File: src/rtl/mem_loader.sv
// Sequential fill of a DEPTH x DATA_W flop memory over valid/ready,
// with a combinational read port for the maxfinder datapath.
module mem_loader #(
  parameter int DATA_W = 4,
  parameter int ADDR_W = 4,
  parameter int DEPTH  = 2**ADDR_W
) (
  input  logic              clk,
  input  logic              reset,
  input  logic              load,
  input  logic              in_valid,
  input  logic [DATA_W-1:0] in_data,
  output logic              in_ready,
  input  logic [ADDR_W-1:0] rd_addr,
  output logic [DATA_W-1:0] rd_data,
  output logic [ADDR_W-1:0] wr_ptr,
  output logic              mem_valid,
  output logic              overflow
);

  typedef enum logic [1:0] {
    IDLE = 2'd0,
    FILL = 2'd1,
    DONE = 2'd2
  } state_t;

  localparam logic [ADDR_W-1:0] LAST =
    ADDR_W'(DEPTH - 1);

  state_t            state_q, state_d;
  logic [ADDR_W-1:0] wr_ptr_q, wr_ptr_d;
  logic              overflow_q, overflow_d;
  logic              we;
  logic [DATA_W-1:0] mem_q [DEPTH];
  logic [DATA_W-1:0] mem_d [DEPTH];

  always_comb begin
    state_d    = state_q;
    wr_ptr_d   = wr_ptr_q;
    overflow_d = overflow_q;
    we         = 1'b0;
    in_ready   = 1'b0;
    mem_valid  = 1'b0;
    case (state_q)
      IDLE: begin
        if (load) begin
          state_d  = FILL;
          wr_ptr_d = '0;
        end
      end
      FILL: begin
        // load pre-empts the handshake so a restart never writes
        in_ready = !load;
        if (load) begin
          wr_ptr_d = '0;
        end else if (in_valid) begin
          we       = 1'b1;
          wr_ptr_d = wr_ptr_q + 1'b1;
          if (wr_ptr_q == LAST) begin
            state_d = DONE;
          end
        end
      end
      DONE: begin
        mem_valid = 1'b1;
        if (load) begin
          state_d    = FILL;
          wr_ptr_d   = '0;
          overflow_d = 1'b0;
        end else if (in_valid) begin
          overflow_d = 1'b1;
        end
      end
      default: begin
        state_d = IDLE;
      end
    endcase
  end

  always_comb begin
    mem_d = mem_q;
    if (we) begin
      mem_d[wr_ptr_q] = in_data;
    end
  end

  always_ff @(posedge clk or posedge reset) begin
    if (reset) begin
      state_q    <= IDLE;
      wr_ptr_q   <= '0;
      overflow_q <= 1'b0;
      for (int i = 0; i < DEPTH; i++) begin
        mem_q[i] <= '0;
      end
    end else begin
      state_q    <= state_d;
      wr_ptr_q   <= wr_ptr_d;
      overflow_q <= overflow_d;
      mem_q      <= mem_d;
    end
  end

  assign rd_data  = mem_q[rd_addr];
  assign wr_ptr   = wr_ptr_q;
  assign overflow = overflow_q;

endmodule

File: config.mk
export PLATFORM = sky130hd
export DESIGN_NAME = mem_loader
export DESIGN_NICKNAME = d
export VERILOG_FILES = /design/src/rtl/mem_loader.sv
export SDC_FILE = /design/constraint.sdc
export NUM_CORES = 1
export LEC_CHECK = 0
export CORE_ASPECT_RATIO = 1.5
export CORE_MARGIN = 2
export CORE_UTILIZATION = 30
export CTS_CLUSTER_DIAMETER = 30
export DETAILED_ROUTE_END_ITERATION = 8
export HOLD_SLACK_MARGIN = 0.05
export MAX_ROUTING_LAYER = met4
export PLACE_DENSITY = 0.51
export SETUP_SLACK_MARGIN = 0.5
export SYNTH_ARGS = -nofsm -noshare
export SYNTH_HDL_FRONTEND = slang
export SYNTH_SLANG_ARGS = --single-unit
export TNS_END_PERCENT = 1
File: constraint.sdc
create_clock -name clk -period 5.05 [get_ports clk]
set_clock_uncertainty 0.2 [all_clocks]
set_input_delay 1.01 -clock clk [delete_from_list [all_inputs] [get_ports clk]]
set_output_delay 1.01 -clock clk [all_outputs]
set_load 0.02 [all_outputs]
==> flow_summary.json, run 1 <==
{
  "status": "completed",
  "via_count": 2093,
  "cp_cell_sequence": "clkdlybuf4s50_1, buf_8, mux4_2, a22oi_1, nand3_1, clkdlybuf4s50_1",
  "synth_ff_type": "dfrtp_1",
  "rrSetupSlack_ps": 2810,
  "reg2reg_to": "mem_q[24]$_DFFE_PP0P_",
  "worst-path-stages": 6,
  "clock_latency_ps": 330,
  "yosys_warnings": 0,
  "worstPathArrival_ps": 3140,
  "crit_family": "buffers and inverters",
  "synth_area_leaders": "dfrtp_1, mux2_2, mux4_2, nand3_1, ha_1",
  "cp.required_ps": 3840,
  "cp_common_cell": "clkdlybuf4s50_1",
  "core_um2": 11100,
  "fin_nets": 283,
  "min_period_ps": 4350,
  "routed_wl_um": 8050,
  "wl_per_cell_um": 19.2,
  "fill_cells": 1057,
  "hold_path_end": "mem_q[25]$_DFFE_PP0P_",
  "drive_gt1_share_pct": 37.9,
  "synth_edf_count": 0,
  "hpwl_um": 5810,
  "area_growth_pct": 19.7,
  "vias_per_cell": 5.00,
  "timing.fmax_mhz": 230,
  "first_global_vias": 2274,
  "holdCritPathClass": "reg2reg",
  "start_util_pct": 30.9,
  "grt_use_total_pct": 15.0,
  "drt_iter0_markers": 149,
  "async_reset_ff_share_pct": 100,
  "power.density_nw_per_um2": 344,
  "diodes": 0,
  "post-route-period-util_pct": 86.2,
  "gr-total-overflow": 0,
  "synth_seq_cells": 71,
  "clkSinkCount": 71,
  "chipWidth_um": 91.4,
  "hold_depth": 1,
  "path_buf_inv": 3,
  "cts_buffers": 9,
  "die_area_um2": 12300,
  "netlist_area_um2": 3440,
  "ys_seq_area_share_pct": 51.7,
  "post-route-drc-count": 0,
  "postCtsHoldBufs": 0,
  "yosysTopAreaCell": "dfrtp_1",
  "critPathKind": "in2out",
  "synth_nets": 261,
  "maxCapViolCount": 0,
  "grt_pass1_wl_um": 13300,
  "port_buffers": 22,
  "max_stage_delay_ps": 560,
  "detail-route-antenna-nets": 0,
  "drt_pass1_iterations": 4,
  "cp_max_fo": 16,
  "syn_inst": 245,
  "path_clk_slew_ps": 50,
  "power_mw": 1.41,
  "min-delay-start": "mem_q[25]$_DFFE_PP0P_",
  "report.final.slew_viol_count": 0,
  "syn_area_per_cell_um2": 14.0,
  "gp_congestion": 0.749,
  "worstMarginPinSlew_ps": 775,
  "root_buffer": "clkbuf_16",
  "rows": 47,
  "finalSetupViolations": 0,
  "antenna_found_initial": 0,
  "fin_setup_tns_ps": 0,
  "die-height_um": 135,
  "slew-limit-headroom_pct": 48.3,
  "peakVddDrop_v": 0.000187,
  "io_pins": 23,
  "clockBufferDepth": 2,
  "r2r_start": "state_q[1]$_DFFE_PP0P_",
  "hold_viol_final": 0,
  "tritoncts": "built",
  "slowest_stage": "clkdlybuf4s50_1",
  "synth.distinct_cells": 30,
  "cp-end-kind": "primary output",
  "grt_max_degree": 38,
  "yosysTopAreaCellShare_pct": 51.7,
  "start_kind": "input pin",
  "p_leak_nw": 1.85,
  "rsz0062_at_grt": "false",
  "reg2reg_depth": 3,
  "htree_num_levels": 3
}
==> worst max path at each step <==
stage	endpoint	start	slack, ps
floorplan	rd_data[1]	rd_addr[0]	1450
global placement	rd_data[2]	rd_addr[0]	490
detailed placement	rd_data[2]	rd_addr[0]	500
CTS	rd_data[2]	rd_addr[0]	540
global route	rd_data[0]	rd_addr[0]	580
finish	rd_data[0]	rd_addr[0]	700
==> layout by cell type (no fill, tap or decap) <==
cell type,instances
mux2_1,4
dlymetal6s2s_1,1
nor2b_1,5
nand2_1,10
mux4_2,16
inv_1,5
clkdlybuf4s50_1,21
nor3b_2,1
nand3_1,18
nor4b_4,1
nor2_1,4
nor3_1,2
bufinv_16,1
o21ai_0,4
o2bb2ai_1,1
clkinv_4,1
mux2_2,60
nand4_1,5
clkbuf_16,9
clkinvlp_4,4
a32oi_1,1
nor4_4,1
buf_4,3
or3_1,1
a22o_1,1
clkinv_2,1
buf_8,1
and4bb_2,1
dfrtp_1,71
a21oi_1,5
inv_2,1
a32o_1,2
ha_1,4
or3b_4,1
a22oi_1,4
nor3_4,1
==> routing by layer <==
layer / GRT usage, % / vias up / part of all wire, %
li1: - / 956 / -
met1: 17.9 / 1090 / 43
met2: 24.5 / 33 / 52
met3: 2.34 / 14 / 1.9
met4: 7.74 / 0 / 3.2
met5: - / - / 0
==> logic make-up after synthesis <==
logic type,after synthesis,share of synthesized area [%]
buffers and inverters,21,2.55
AOI/OAI and AO/OA,18,3.53
DFF,71,51.7
and+or+nand+nor,51,9.29
muxes,80,31.5
adders and majority gates,4,1.46
==> repair_timing <==
action,in CTS,in global routing
setup buffers,0,0
gates cloned,0,0
gates resized for setup,1,2
setup endpoints to repair,1,1
==> sequential cells by signal (all words and copies together) (netlist names) <==
signal and flops:
state_q 2, wr_ptr 4, mem_q 64, overflow 1
==> layout make-up <==
type / instances / area (um^2) / share of cell area [%]
repair buffers: 26 / 260 / 6.33
multi-input cells: 153 / 1570 / 38.2
inverters: 6 / 22.5 / 0.547
clock inverters: 7 / 73.8 / 1.79
clock buffers: 9 / 225 / 5.47
well taps: 147 / 184 / 4.47
flip-flops and latches: 71 / 1780 / 43.2
==> power breakdown <==
| part | switching, mW | internal, mW | leakage, nW |
|---|---|---|---|
| logic | 0.0698 | 0.0781 | 0.756 |
| clock network | 0.247 | 0.382 | 0.134 |
| registers | 0.0264 | 0.611 | 0.959 |
==> Yosys cell counts (4+ instances only) <==
cell type and number:
nand3_1 18, mux2_1 4, nor2b_1 5, o21ai_0 4, a22oi_1 4, nand4_1 5, nor2_1 4, clkbuf_1 8
dfrtp_1 71, inv_1 6, mux4_2 16, nand2_1 10, ha_1 4, buf_2 4, mux2_2 60, a21oi_1 5
==> through the flow <==
step / setup WS (ps) / std cells / area, um^2 / utilization, % / hold WS (ps)
2_1_floorplan: 1450 / 245 / 3440 / - / 253
3_3_place_gp: 495 / 403 / 3800 / 34.2 / 265
3_5_place_dp: 499 / 403 / 3800 / 34.2 / 275
4_1_cts: 543 / 419 / 4110 / 37.0 / 288
5_1_grt: 580 / 419 / 4110 / 37.0 / 302
6_report: 696 / 419 / 4110 / 37.0 / 284
==> worst reg2reg max path, delay by kind of cell, from the launching register on <==
family	cells	cell delay, ps
AND/OR/NAND/NOR	2	1050
flip-flops	1	500
multiplexers	1	370
Power figures use the tool's default switching activity.
==> inputs of run 2 (changes only) <==
SETUP_SLACK_MARGIN = 0.1   (was 0.5)
==> run 2 against run 1 <==
Utilization decreased by 0.090 points. Die area unchanged. Clock power is essentially flat. Critical path depth unchanged. Total power about the same. Register-to-register slack worse by 20 ps. Wire length about the same. Combinational power about the same. Sequential cell count unchanged. Count of clock-buffer cells in the layout did not move. Setup slack got worse by 220 ps.
==> flow_summary.json, run 2 (synthesized netlist as in run 1, its figures left out) <==
{
  "io_pins": 23,
  "post-route-period-util_pct": 90.6,
  "clockBufferDepth": 2,
  "final_common_cell": "dfrtp_1",
  "min_period_ps": 4570,
  "critPathKind": "in2out",
  "r2r_start": "state_q[1]$_DFFE_PP0P_",
  "vias_per_cell": 5.02,
  "die-height_um": 135,
  "die_area_um2": 12300,
  "cts_resized": 0,
  "power.density_nw_per_um2": 344,
  "placed_cell_area_um2": 3800,
  "rows": 47,
  "start_util_pct": 30.9,
  "hold_viol_final": 0,
  "largest_reg_flops": 64,
  "worstPathArrival_ps": 3360,
  "grt_max_degree": 38,
  "final_area_um2": 4100,
  "timing.fmax_mhz": 219,
  "path_clk_slew_ps": 50,
  "utilization_pct": 36.9,
  "antenna_found_initial": 0,
  "gr-total-overflow": 0,
  "status": "completed",
  "start_kind": "input pin",
  "maxCapViolCount": 0,
  "startpoint": "rd_addr[0]",
  "clock_latency_ps": 330,
  "htree_num_levels": 3,
  "cp-end-kind": "primary output",
  "multi_input_area_um2": 1570,
  "top_register": "mem_q",
  "grt_pass1_wl_um": 13300,
  "report.final.slew_viol_count": 0,
  "wl_per_cell_um": 19.2,
  "core_um2": 11100,
  "routed_wl_um": 8050,
  "gp_congestion": 0.749,
  "cts_setup_buffers": 0,
  "root_buffer": "clkbuf_16",
  "cp_max_fo": 16,
  "drive_gt1_share_pct": 37.9,
  "via_count": 2103,
  "postCtsHoldBufs": 0,
  "worstMarginPinSlew_ps": 770,
  "cp.required_ps": 3840,
  "post-route-drc-count": 0,
  "port_buffers": 22,
  "min-delay-start": "mem_q[25]$_DFFE_PP0P_",
  "finalSetupViolations": 0,
  "diodes": 0,
  "first_global_vias": 2274,
  "cts_buffers": 9,
  "drt_iter0_markers": 126,
  "regArea_um2": 1780,
  "holdCritPathClass": "reg2reg",
  "fill_cells": 1057,
  "tritoncts": "built",
  "grt_use_total_pct": 15.0,
  "rsz0062_at_grt": "false",
  "area_growth_pct": 19.4,
  "clkSinkCount": 71,
  "drt_pass1_iterations": 4,
  "hpwl_um": 5810,
  "slew-limit-headroom_pct": 48.6,
  "p_leak_nw": 1.83,
  "detail-route-antenna-nets": 0,
  "fin_nets": 283,
  "chipWidth_um": 91.4,
  "most-common-layout-cells": "dfrtp_1, mux2_2, clkdlybuf4s50_1",
  "peakVddDrop_v": 0.000187,
  "fin_setup_tns_ps": 0
}
[run 2: cell types whose count changed in the layout (fill, tap and decap cells not counted), sizes merged]
cell	change
clkdlybuf4s50	+1
dlymetal6s2s	-1
[run 2: final timing paths]
path	end	slack [ps]	depth (start not counted)
hold reg to reg	mem_q[25]$_DFFE_PP0P_	280	1
min in group asynchronous	mem_q[41]$_DFFE_PP0P_	940	2
setup reg to reg	mem_q[24]$_DFFE_PP0P_	2790	3
max in group asynchronous	mem_q[26]$_DFFE_PP0P_	2730	3
setup / recovery	rd_data[2]	480	6
hold / removal	mem_q[25]$_DFFE_PP0P_	280	1
[run 2: power breakdown]
group,leakage (nW),internal (mW),switching [mW],total [mW]
combinational,0.736,0.0776,0.0697,0.147
clock,0.134,0.382,0.247,0.628
sequential,0.959,0.611,0.0266,0.637
[run 2: final cells by class]
type	count	area share, %
well taps	147	4.48
multi-input cells	153	38.3
repair buffers	26	6.10
clock buffers	9	5.49
clock inverters	7	1.80
inverters	6	0.549
flip-flops and latches	71	43.3
[run 2: worst max-delay path, stage by stage]
cell and delay [ps]:
clkdlybuf4s50_1 460, buf_4 310, mux4_2 550, a22oi_1 290
nand3_1 170, clkdlybuf4s50_1 570
[run 2: stage by stage]
stage	power (mW)	hold slack, ps	std cells	setup WS, ps
finish	1.41	284	419	476
global route	1.47	302	419	387
CTS	1.43	288	419	474
detailed placement	0.797	275	403	499
global placement	0.793	265	403	495
floorplan	0.740	253	245	1450
[run 2: per-layer routing]
metal,global-route usage [%],share of wire (%)
met4,7.74,3.2
met1,17.9,43
met3,2.34,1.9
met2,24.5,51
met5,-,0
==> inputs of run 3 (changes only) <==
CORE_ASPECT_RATIO = 1.25   (was 1.5)
==> run 3 against run 2 <==
Total power down 5.1%. Critical path type unchanged. Critical path depth unchanged. Utilization down 0.57 points. Critical endpoint is now rd_data[0]. Clock power down 11%. Fmax up 2.1%. Via count about the same.
==> flow_summary.json, run 3 (synthesized netlist as in run 1, its figures left out) <==
{
  "status": "completed",
  "postCtsHoldBufs": 0,
  "gp_congestion": 0.755,
  "start_kind": "input pin",
  "diodes": 0,
  "die-height_um": 124,
  "power.density_nw_per_um2": 331,
  "start_util_pct": 30.9,
  "final_common_cell": "dfrtp_1",
  "top_register": "mem_q",
  "grt_use_met3_pct": 2.86,
  "cp_max_fo": 16,
  "htree_num_levels": 3,
  "max_stage_delay_ps": 580,
  "cts_setup_buffers": 0,
  "critPathKind": "in2out",
  "peakVddDrop_v": 0.000173,
  "routed_wl_um": 7660,
  "cp-end-kind": "primary output",
  "detail-route-antenna-nets": 0,
  "worstPathArrival_ps": 3270,
  "gr-total-overflow": 0,
  "drt_iter0_markers": 138,
  "maxCapViolCount": 0,
  "met2_usage_pct": 21.0,
  "vias_per_cell": 5.18,
  "fill_cells": 1072,
  "hpwl_um": 5480,
  "grt_max_degree": 29,
  "rsz0062_at_grt": "false",
  "finalSetupViolations": 0,
  "clockBufferDepth": 2,
  "fin_setup_tns_ps": 0,
  "cts_resized": 0,
  "grt_pass1_wl_um": 12700,
  "worstMarginPinSlew_ps": 687,
  "grt_use_total_pct": 14.3,
  "min_period_ps": 4480,
  "post-route-drc-count": 0,
  "slowest_stage": "clkdlybuf4s50_1",
  "path_clk_slew_ps": 50,
  "first_global_vias": 2191,
  "port_buffers": 22,
  "timing.fmax_mhz": 223,
  "via_count": 2105,
  "drive_gt1_share_pct": 36.2,
  "most-common-layout-cells": "dfrtp_1, mux2_2, clkdlybuf4s50_1",
  "clock_latency_ps": 330,
  "slew-limit-headroom_pct": 54.0,
  "report.final.slew_viol_count": 0,
  "cp_common_cell": "clkdlybuf4s50_1",
  "holdCritPathClass": "reg2reg",
  "post-route-period-util_pct": 88.7,
  "root_buffer": "clkbuf_16",
  "hold_viol_final": 0,
  "utilization_pct": 36.4,
  "rrSetupSlack_ps": 2850,
  "clkSinkCount": 71,
  "tritoncts": "built",
  "io_pins": 23,
  "cp.required_ps": 3840,
  "largest_reg_flops": 64,
  "chipWidth_um": 99.7,
  "drt_pass1_iterations": 4,
  "rows": 43,
  "area_growth_pct": 17.8,
  "cp_cell_sequence": "clkdlybuf4s50_1, buf_4, mux4_2, a22oi_1, nand3_1, clkdlybuf4s50_1",
  "p_leak_nw": 1.82,
  "cts_buffers": 9,
  "die_area_um2": 12300,
  "wl_per_cell_um": 18.9,
  "grt_busiest_layer": "met2",
  "met1_usage_pct": 19.3,
  "fin_nets": 283,
  "antenna_found_initial": 0,
  "core_um2": 11100
}
-- run 3: cell count changes in the layout (fill, tap and decap cells not counted) --
| cell | before | now |
|---|---|---|
| bufinv_16 | 1 | 0 |
| clkbuf_8 | 0 | 1 |
| clkbuf_1 | 0 | 4 |
| clkinv_4 | 1 | 0 |
| clkinvlp_4 | 4 | 0 |
-- run 3: area by class of cell --
class / instances / area [um^2] / share of cell area, %
flip-flops and latches: 71 / 1780 / 43.9
inverters: 6 / 22.5 / 0.556
multi-input cells: 153 / 1570 / 38.8
well taps: 135 / 169 / 4.17
clock inverters: 1 / 5.00 / 0.124
clock buffers: 14 / 254 / 6.27
repair buffers: 26 / 250 / 6.18
-- run 3: worst paths after layout --
check                      cells after the start                    end             startpoint
max                                            6             rd_data[0]             rd_addr[0]
min                                            1  mem_q[25]$_DFFE_PP0P_  mem_q[25]$_DFFE_PP0P_
max reg2reg                                    3  mem_q[41]$_DFFE_PP0P_  wr_ptr[2]$_DFFE_PP0P_
min reg2reg                                    1  mem_q[25]$_DFFE_PP0P_  mem_q[25]$_DFFE_PP0P_
max in group asynchronous                      3  wr_ptr[0]$_DFFE_PP0P_                  reset
min in group asynchronous                      2  mem_q[36]$_DFFE_PP0P_                  reset
-- run 3: through the flow --
| stage | hold WS [ps] | instance area [um^2] | worst slack, ps | power, mW | std cells |
|---|---|---|---|---|---|
| finish | 289 | 4050 | 571 | 1.34 | 406 |
| global route | 308 | 4050 | 434 | 1.40 | 406 |
| CTS | 286 | 4050 | 535 | 1.36 | 406 |
| detailed placement | 275 | 3790 | 559 | 0.795 | 391 |
| global placement | 279 | 3790 | 529 | 0.791 | 391 |
| floorplan | 253 | 3440 | 1450 | 0.740 | 245 |
-- run 3: worst max-delay path, delay by kind of cell --
family	cells	cell delay [ps]
compound gates	1	170
mux	1	570
buf+inv	3	1350
simple gates	1	170
-- run 3: power by group --
| group | switching [mW] | leakage [nW] | internal [mW] |
|---|---|---|---|
| registers | 0.0238 | 0.959 | 0.611 |
| clock network | 0.215 | 0.127 | 0.343 |
| logic | 0.0697 | 0.736 | 0.0778 |
-- run 3: layer usage --
| metal | wire length, um | part of all wire [%] | up-vias |
|---|---|---|---|
| met5 | 0 | 0 | - |
| li1 | - | - | 956 |
| met3 | 258 | 3.4 | 8 |
| met1 | 3700 | 48 | 1102 |
| met2 | 3550 | 46 | 39 |
| met4 | 155 | 2.0 | 0 |
